### config.mk
export PLATFORM = sky130hd
export DESIGN_NAME = mem_dbus_ctrl
export DESIGN_NICKNAME = d
export VERILOG_FILES = /design/src/rtl/mem_dbus_ctrl_pkg.sv /design/src/rtl/mem_align_unit.sv /design/src/rtl/mem_dbus_ctrl.sv
export SDC_FILE = /design/constraint.sdc
export NUM_CORES = 1
export LEC_CHECK = 0
export ABC_AREA = 1
export BUFFER_PORTS_ARGS = -buffer_cell sky130_fd_sc_hd__buf_2
export CAP_MARGIN = 20
export CORE_AREA = 10 10 154 156
export CTS_CLUSTER_SIZE = 30
export DETAILED_ROUTE_END_ITERATION = 12
export DIE_AREA = 0 0 164 166
export PLACE_DENSITY_LB_ADDON = 0.1
export SYNTH_ARGS = -nofsm -noshare
export SYNTH_HDL_FRONTEND = slang
export SYNTH_SLANG_ARGS = --single-unit
### constraint.sdc
create_clock -name clk -period 5.43 [get_ports clk]
set_input_delay 0.543 -clock clk [delete_from_list [all_inputs] [get_ports clk]]
set_output_delay 0.543 -clock clk [all_outputs]
set_load 0.02 [all_outputs]
### src/rtl/mem_dbus_ctrl_pkg.sv
// cpu_defs: shared types for the MEM-stage data-bus controller.
//   MemSize_t   - access size (byte/half/word)
//   DbusState_t - bus controller state
//   DBusReq_t   - registered bus request fields
//   decode_size - maps the 2-bit size field to MemSize_t (2'b11 -> WORD)
package cpu_defs;

  typedef enum logic [1:0] {
    BYTE = 2'b00,
    HALF = 2'b01,
    WORD = 2'b10
  } MemSize_t;

  typedef enum logic [1:0] {
    IDLE = 2'b00,
    REQ  = 2'b01,
    WAIT = 2'b10,
    DONE = 2'b11
  } DbusState_t;

  typedef struct packed {
    logic        req;
    logic        we;
    logic [31:0] addr;
    logic [3:0]  be;
    logic [31:0] wdata;
  } DBusReq_t;

  function automatic MemSize_t decode_size(input logic [1:0] sz);
    case (sz)
      2'b00:   return BYTE;
      2'b01:   return HALF;
      default: return WORD;
    endcase
  endfunction

endpackage

### src/rtl/mem_align_unit.sv
// mem_align_unit: combinational lane steering for the data bus.
//   Store side : i_st_size/i_st_addr_lo/i_st_wdata -> o_be, o_wdata, o_misaligned
//   Load side  : i_ld_size/i_ld_addr_lo/i_ld_signed/i_rdata -> o_load_data
//                (lane select plus sign/zero extension)
module mem_align_unit
  import cpu_defs::*;
(
  input  logic [1:0]  i_st_size,
  input  logic [1:0]  i_st_addr_lo,
  input  logic [31:0] i_st_wdata,
  input  logic [1:0]  i_ld_size,
  input  logic [1:0]  i_ld_addr_lo,
  input  logic        i_ld_signed,
  input  logic [31:0] i_rdata,
  output logic [3:0]  o_be,
  output logic [31:0] o_wdata,
  output logic [31:0] o_load_data,
  output logic        o_misaligned
);

  MemSize_t    w_st_size;
  MemSize_t    w_ld_size;
  logic [7:0]  w_byte;
  logic [15:0] w_half;

  always_comb begin
    w_st_size    = decode_size(i_st_size);
    o_be         = 4'b1111;
    o_wdata      = i_st_wdata;
    o_misaligned = 1'b0;
    case (w_st_size)
      BYTE: begin
        o_be    = 4'b0001 << i_st_addr_lo;
        o_wdata = {4{i_st_wdata[7:0]}};
      end
      HALF: begin
        o_be         = i_st_addr_lo[1] ? 4'b1100 : 4'b0011;
        o_wdata      = {2{i_st_wdata[15:0]}};
        o_misaligned = i_st_addr_lo[0];
      end
      default: begin
        o_be         = 4'b1111;
        o_wdata      = i_st_wdata;
        o_misaligned = |i_st_addr_lo;
      end
    endcase
  end

  always_comb begin
    w_ld_size = decode_size(i_ld_size);
    case (i_ld_addr_lo)
      2'd0:    w_byte = i_rdata[7:0];
      2'd1:    w_byte = i_rdata[15:8];
      2'd2:    w_byte = i_rdata[23:16];
      default: w_byte = i_rdata[31:24];
    endcase
    w_half = i_ld_addr_lo[1] ? i_rdata[31:16] : i_rdata[15:0];
    case (w_ld_size)
      BYTE:    o_load_data = {{24{i_ld_signed & w_byte[7]}}, w_byte};
      HALF:    o_load_data = {{16{i_ld_signed & w_half[15]}}, w_half};
      default: o_load_data = i_rdata;
    endcase
  end

endmodule

### src/rtl/mem_dbus_ctrl.sv
// mem_dbus_ctrl: MEM-stage data-bus controller.
//   Pipeline side : mem_ce/we/addr/wdata/size/signed, except_in, flush, pipe_stall
//                   -> load_data, done, stall_req, except_adel/ades/dbe, badvaddr
//   Bus side      : dbus_req/we/addr/be/wdata -> dbus_gnt, dbus_rvalid, dbus_rdata
//   rst is asynchronous, active-low.
module mem_dbus_ctrl
  import cpu_defs::*;
#(
  parameter int unsigned TIMEOUT_CYCLES = 255,
  parameter int unsigned CNT_WIDTH      = 8
) (
  input  logic        clk,
  input  logic        rst,
  input  logic        mem_ce,
  input  logic        mem_we,
  input  logic [31:0] mem_addr,
  input  logic [31:0] mem_wdata,
  input  logic [1:0]  mem_size,
  input  logic        mem_signed,
  input  logic        except_in,
  input  logic        flush,
  input  logic        pipe_stall,
  output logic        dbus_req,
  output logic        dbus_we,
  output logic [31:0] dbus_addr,
  output logic [3:0]  dbus_be,
  output logic [31:0] dbus_wdata,
  input  logic        dbus_gnt,
  input  logic        dbus_rvalid,
  input  logic [31:0] dbus_rdata,
  output logic [31:0] load_data,
  output logic        done,
  output logic        stall_req,
  output logic        except_adel,
  output logic        except_ades,
  output logic        except_dbe,
  output logic [31:0] badvaddr
);

  localparam logic [CNT_WIDTH-1:0] LP_TIMEOUT = CNT_WIDTH'(TIMEOUT_CYCLES);
  localparam bit                   LP_TO_EN   = (TIMEOUT_CYCLES != 0);

  DbusState_t           r_state,   w_state_nxt;
  logic                 r_drop,    w_drop_nxt;
  logic [CNT_WIDTH-1:0] r_cnt,     w_cnt_nxt;
  DBusReq_t             r_bus,     w_bus_nxt;
  MemSize_t             r_size,    w_size_nxt;
  logic                 r_signed,  w_signed_nxt;
  logic [1:0]           r_addr_lo, w_addr_lo_nxt;
  logic [31:0]          r_load,    w_load_nxt;
  logic                 r_dbe,     w_dbe_nxt;

  logic [CNT_WIDTH-1:0] w_cnt_inc;
  logic                 w_timeout;
  logic                 w_start;
  logic                 w_misaligned;
  logic [3:0]           w_be;
  logic [31:0]          w_wdata;
  logic [31:0]          w_ld_ext;

  // Store side follows the live request; load side uses the latched request.
  mem_align_unit u_align (
    .i_st_size    (mem_size),
    .i_st_addr_lo (mem_addr[1:0]),
    .i_st_wdata   (mem_wdata),
    .i_ld_size    (r_size),
    .i_ld_addr_lo (r_addr_lo),
    .i_ld_signed  (r_signed),
    .i_rdata      (dbus_rdata),
    .o_be         (w_be),
    .o_wdata      (w_wdata),
    .o_load_data  (w_ld_ext),
    .o_misaligned (w_misaligned)
  );

  assign w_cnt_inc = r_cnt + 1'b1;
  assign w_timeout = LP_TO_EN && (w_cnt_inc == LP_TIMEOUT);
  assign w_start   = (r_state == IDLE) & mem_ce & ~w_misaligned & ~except_in & ~flush;

  always_comb begin
    w_state_nxt   = r_state;
    w_drop_nxt    = r_drop;
    w_cnt_nxt     = r_cnt;
    w_bus_nxt     = r_bus;
    w_size_nxt    = r_size;
    w_signed_nxt  = r_signed;
    w_addr_lo_nxt = r_addr_lo;
    w_load_nxt    = r_load;
    w_dbe_nxt     = r_dbe;
    case (r_state)
      IDLE: begin
        if (w_start) begin
          w_state_nxt     = REQ;
          w_cnt_nxt       = '0;
          w_dbe_nxt       = 1'b0;
          w_bus_nxt.we    = mem_we;
          w_bus_nxt.addr  = {mem_addr[31:2], 2'b00};
          w_bus_nxt.be    = w_be;
          w_bus_nxt.wdata = w_wdata;
          w_size_nxt      = decode_size(mem_size);
          w_signed_nxt    = mem_signed;
          w_addr_lo_nxt   = mem_addr[1:0];
        end
      end
      REQ: begin
        // A grant in the flush cycle still counts: loads must drain their rvalid.
        if (dbus_gnt) begin
          if (r_bus.we) begin
            w_state_nxt = flush ? IDLE : DONE;
          end else begin
            w_state_nxt = WAIT;
            w_cnt_nxt   = '0;
            w_drop_nxt  = flush;
          end
        end else if (flush) begin
          w_state_nxt = IDLE;
        end else if (w_timeout) begin
          w_state_nxt = DONE;
          w_dbe_nxt   = 1'b1;
          w_load_nxt  = '0;
        end else begin
          w_cnt_nxt = w_cnt_inc;
        end
      end
      WAIT: begin
        if (dbus_rvalid) begin
          if (r_drop || flush) begin
            w_state_nxt = IDLE;
            w_drop_nxt  = 1'b0;
          end else begin
            w_state_nxt = DONE;
            w_load_nxt  = w_ld_ext;
          end
        end else if (!r_drop) begin
          if (flush) begin
            w_drop_nxt = 1'b1;
          end else if (w_timeout) begin
            w_state_nxt = DONE;
            w_dbe_nxt   = 1'b1;
            w_load_nxt  = '0;
          end else begin
            w_cnt_nxt = w_cnt_inc;
          end
        end
      end
      default: begin
        if (flush || !pipe_stall) begin
          w_state_nxt = IDLE;
        end
      end
    endcase
    w_bus_nxt.req = (w_state_nxt == REQ);
  end

  always_ff @(posedge clk or negedge rst) begin
    if (!rst) begin
      r_state   <= IDLE;
      r_drop    <= 1'b0;
      r_cnt     <= '0;
      r_bus     <= '0;
      r_size    <= BYTE;
      r_signed  <= 1'b0;
      r_addr_lo <= 2'b00;
      r_load    <= '0;
      r_dbe     <= 1'b0;
    end else begin
      r_state   <= w_state_nxt;
      r_drop    <= w_drop_nxt;
      r_cnt     <= w_cnt_nxt;
      r_bus     <= w_bus_nxt;
      r_size    <= w_size_nxt;
      r_signed  <= w_signed_nxt;
      r_addr_lo <= w_addr_lo_nxt;
      r_load    <= w_load_nxt;
      r_dbe     <= w_dbe_nxt;
    end
  end

  assign dbus_req    = r_bus.req;
  assign dbus_we     = r_bus.we;
  assign dbus_addr   = r_bus.addr;
  assign dbus_be     = r_bus.be;
  assign dbus_wdata  = r_bus.wdata;
  assign load_data   = r_load;
  assign done        = (r_state == DONE);
  assign except_dbe  = done & r_dbe;
  assign except_adel = mem_ce & ~except_in & w_misaligned & ~mem_we;
  assign except_ades = mem_ce & ~except_in & w_misaligned & mem_we;
  assign badvaddr    = mem_addr;

  // While a dropped read drains, any newly presented instruction must wait.
  assign stall_req = (((r_state == REQ) || (r_state == WAIT)) && !r_drop)
                   || w_start
                   || (r_drop && mem_ce);

endmodule

==> results of run 1 <==
[area by class of cell]
type / count / area [µm²]
repair buffers: 249 / 1274
clock inverters: 8 / 146.4
clock buffers: 22 / 494.2
well taps: 275 / 344.1
flip-flops and latches: 117 / 2928
multi-input cells: 519 / 2491
fillers: 2228 / 12740
inverters: 73 / 274.0
[routing by layer]
layer  GRT usage, %  share of wire (%)  vias to the layer above  wire [µm]
met5              0              0.062                        -         13
met4          3.964               0.74                        2        157
met3          6.544                9.1                       13       1921
met2          23.27                 44                      205       9389
met1          19.78                 46                     2582       9638
li1               -                  -                     2870          -
[final timing paths]
path	cells after the start	from	to
max	9	r_state[1]	stall_req
min	1	rst	r_state[1]
max in group asynchronous	2	rst	dbus_wdata[12]
max reg2reg	7	r_state[0]	load_data[1]
min reg2reg	2	dbus_wdata[6]	dbus_wdata[6]
min in group clk	3	mem_addr[25]	dbus_addr[25]
[worst max-delay path, delay by kind of cell, from the launching register on]
| kind | cells | cell delay [ns] |
|---|---|---|
| flip-flops | 1 | 0.43 |
| adder cells (fa/ha/maj) | 1 | 0.20 |
| buffers and inverters | 4 | 0.55 |
| AND/OR/NAND/NOR | 2 | 0.63 |
| AO/OA/AOI/OAI | 2 | 0.11 |
[flip-flops by register name (all words and copies together) (netlist names)]
name and cells:
dbus_wdata 32, load_data 32, dbus_addr 30, r_cnt 8, dbus_be 4, r_addr_lo 2
r_size 2, r_state 2, dbus_req 1, dbus_we 1, r_dbe 1, r_drop 1
r_signed 1
[cells by family after synthesis]
family | count (synthesis) | synth area share (%)
fa+ha+maj | 6 | 1.224
simple gates | 357 | 23.75
buf+inv | 141 | 11.79
flops | 117 | 47.74
other cells | 1 | 0.06114
compound gates | 153 | 15.28
mux | 1 | 0.1632
[power by group through the flow]
stage | clock, W | combinational (W) | sequential, W
after CTS | 0.00126 | 0.00221 | 0.00159
after detailed placement | 0 | 0.00221 | 0.00159
after global routing | 0.00130 | 0.00245 | 0.00165
final | 0.00123 | 0.00218 | 0.00158
after floorplan | 0 | 0.00103 | 0.00200
after global placement | 0 | 0.00221 | 0.00160
[stage by stage]
stage	util, %	hold slack, ns
after floorplan	-	0.2474
after global placement	35.24	0.4587
after detailed placement	35.24	0.4604
after CTS	38.33	0.3163
after global routing	38.43	0.3196
final	38.43	0.2572
[cells in the mapped netlist (all sizes together) (6+ instances only)]
cell type    n
o22ai       22
o21ai       57
dfrtp      117
nand2      290
inv         73
ha           6
a21boi       7
a21oi       49
nand3       35
nor2        25
clkbuf      14
a221oi       6
buf         54
==> run metrics, run 1 <==
run status finished clean; Routed Antenna Nets 0; Final Max Slew Viols 0; smallest setup slack after layout 2.559 ns; Crit path arrival time 2.33 ns; grt ovf 0; Fin. Hold Viols 0; Distinct cells, synth 39; Port Buffers 244; Skew-Pair Late Insertion Delay 0.41 ns; Logic pwr share 43.6%; share of cells above drive strength 1 31.28%; area share of the largest cell type after synthesis 47.74%; crit start category flip-flop; Max-Cap Viols 0; Finished Cell Area 7951 µm²; Ports 247; leakage power 4.360 nW; mapped cell area 6133 µm²; Main synth FF type dfrtp_1; setup tns final 0 ns; EDFF count, synth 0; Final Skew 0.008130 ns; Layout Cells excl Fill 1263; Final min period 2.871 ns; DRT iter0 DRCs 319; TritonCTS Buffers 17; top cell type by total area after synthesis dfrtp_1; most repeated library cell on the critical path inv_1; drt first pass iters 5; DR vias 5672; first-pass GRT wire length 33.48 mm; wire per inst 16.72 µm; num rows 53; final critical-path share of the clock period 52.87%; die height 166 µm; pwr dens 628.0 nW/µm²; H-tree depth 4; GRT Total Usage 15.41%; DRC viols 0; CTS tree done; final WL 21.12 mm; placed insts 1232; FF-to-FF setup slack 2.58 ns; cells after synthesis 776; Hold Buf Count CTS 0; number of synthesis warnings 0; Setup Fix Bufs, Post-CTS 0; CTS Sinks 117; Clk pin slew, worst setup/hold paths 0.05 ns; crit path cell chain inv_1 -> ha_1 -> inv_1 -> nor4_2 -> nand2_4 -> inv_2 -> a21oi_1 -> o21ai_0 -> buf_2; largest net degree at the start of global routing 73; width of the chip 164 µm; most common cell after layout, fill and taps aside nand2_1; # setup viols final 0; most frequent cells in the layout nand2_1 (286), buf_2 (243), dfrtp_1 (117), inv_1 (70), a21oi_1 (48); clk buf depth 2; initial antenna violation count 2; Pwr Total 0.004993 W; vias in the first global route 6036; area of the die 27220 µm²; Area Growth Syn to Fin 29.64%; Sw Share 42.60%; CP required 4.89 ns; DP Wirelength 15.88 mm; unrepaired setup endpoints after global routing no; DP Area 7291 µm²; Vias/cell 4.491; Max Fclk 348.3 MHz; Slew HR 35.44%; critical path class reg -> out; Worst-Margin Slew 0.9684 ns; Antenna diodes 0; CP Max Fanout 44; mean area per synthesized cell 7.904 µm²; Max rail drop VDD 0.0002148 V; Final Wtd Congestion 0.8119; Synth async-reset ratio 100.0%; internal power 0.002866 W; Starting Density 29.64%; Max stage delay on crit path 0.43 ns; cts repair resizes 0; Final Net Count 1091; dpl ws 2.424 ns; Area contributors post-synth dfrtp_1 (48%), nand2_1 (18%), inv_1 (4.3%), buf_4 (4.2%), a21oi_1 (3.9%); critical path's slowest cell dfrtp_1; placeable core region 20690 µm²; power share of the clock group 24.7%; Reg power frac 31.7%; post-synthesis register bit count 117; sequential area share after synthesis 47.74%; P_sw 0.002127 W; nature of the critical path endpoint output port; worst min path class in -> async; root buffer cell clkbuf_16
(Power assumes the default switching activity.)
==> run 2, diff against run 1 <==
clock period = 2.95 ns   (was 5.43 ns; I/O delays follow)
==> run 2 against run 1 <==
  * Routed wire length grew 2.5%
  * Design area grew 0.79%
  * Non-clock buffer count grew 5
  * Sequential share of layout area shrank 0.29 points
  * Global-route usage grew 0.28 points
==> run metrics, run 2 (same netlist as run 1, synthesis figures left out) <==
Layout Cells excl Fill 1270; Final Skew 0.01059 ns; first-pass GRT wire length 34.00 mm; Slew HR 46.25%; grt ovf 0; CTS tree done; CTS Sinks 117; width of the chip 164 µm; Final Wtd Congestion 0.7942; hold depth 3; Routed Antenna Nets 0; final WL 21.65 mm; smallest setup slack after layout 0.2609 ns; setup tns final 0 ns; Setup Fix Bufs, Post-CTS 0; Area Growth Syn to Fin 30.66%; root buffer cell clkbuf_16; most common cell after layout, fill and taps aside nand2_1; placeable core region 20690 µm²; Vias/cell 4.583; Max-Cap Viols 0; placed insts 1237; most frequent cells in the layout nand2_1 (286), buf_2 (243), dfrtp_1 (117), inv_1 (70), a21oi_1 (48); Fin. Hold Viols 0; DRT iter0 DRCs 299; # setup viols final 0; critical path class reg -> out; Max Fclk 371.9 MHz; Reg2Reg Depth 8; TritonCTS Buffers 17; worst min path class in -> reg; Clk pin slew, worst setup/hold paths 0.06 ns; Max rail drop VDD 0.0004755 V; Starting Density 29.64%; Layout fillers 2224; vias in the first global route 5969; Antenna diodes 0; Worst-Margin Slew 0.8016 ns; dpl ws 0.5181 ns; drt first pass iters 5; initial antenna violation count 2; CP required 2.65 ns; largest net degree at the start of global routing 49; num rows 53; DRC viols 0; run status finished clean; die height 166 µm; Final min period 2.689 ns; Pwr Total 0.009227 W; pwr dens 1151 nW/µm²; wire per inst 17.05 µm; area of the die 27220 µm²; H-tree depth 4; DP Wirelength 16.25 mm; DR vias 5820; Ports 247; GRT Total Usage 15.69%; Port Buffers 244; Skew-Pair Late Insertion Delay 0.41 ns; nature of the critical path endpoint output port; Final Max Slew Viols 0; unrepaired setup endpoints after global routing no; crit start category flip-flop; leakage power 4.382 nW; Final Net Count 1096; Crit path arrival time 2.39 ns; share of cells above drive strength 1 31.66%; final critical-path share of the clock period 91.15%; clk buf depth 2; CP Max Fanout 26
[run 2: layout make-up]
| class | count | area (µm²) | share of cell area, % |
|---|---|---|---|
| Clock buffer | 19 | 452.9 | 5.652 |
| Clock inverter | 13 | 196.4 | 2.451 |
| Inverter | 73 | 275.3 | 3.435 |
| Multi-Input combinational cell | 519 | 2491 | 31.09 |
| Sequential cell | 117 | 2928 | 36.53 |
| Tap cell | 275 | 344.1 | 4.294 |
| Timing Repair Buffer | 254 | 1326 | 16.55 |
[run 2: power breakdown]
part,internal (W),switching (W)
clock network,0.00147,0.000814
registers,0.00239,0.000516
logic,0.00137,0.00266
total,0.00523,0.00399
[run 2: critical path, cell delays in order (launching register included)]
cell and delay, ns:
dfrtp_1 0.42, inv_1 0.15, ha_1 0.21, inv_1 0.07, nor4_2 0.30, nand2_4 0.23
clkinv_2 0.24, a21oi_1 0.07, o21ai_0 0.09, buf_2 0.21
[run 2: metal layers]
layer,global-route usage (%),part of all wire [%],vias up
met1,21.00,46,2682
met3,5.900,8.7,19
met5,0,0.060,-
met4,4.431,1.1,2
met2,23.04,44,212
li1,-,-,2905
[run 2: path summary, 6_finish.rpt]
kind / start / endpoint / slack (ns)
max: r_state[0] / stall_req / 0.26
max in group asynchronous: rst / r_addr_lo[1] / 1.55
min reg2reg: dbus_addr[19] / dbus_addr[19] / 0.47
min in group asynchronous: rst / r_cnt[2] / 0.47
min: mem_addr[4] / dbus_addr[4] / 0.08
max reg2reg: r_state[0] / load_data[2] / 0.53
[run 2: timing repair]
item	CTS	global route
hold buffers	1	0
resized for setup	0	1
hold endpoints to repair	46	0
endpoints found under the setup margin	0	1
[run 2: per-stage QoR]
| stage | utilization, % | hold slack (ns) | area [µm²] |
|---|---|---|---|
| after detailed placement | 35.54 | 0.3772 | 7353 |
| final | 38.73 | 0.07987 | 8014 |
| after CTS | 38.73 | 0.06168 | 8013 |
| after floorplan | - | -0.0005911 | 6137 |
| after global placement | 35.54 | 0.3904 | 7353 |
| after global routing | 38.73 | 0.06406 | 8014 |
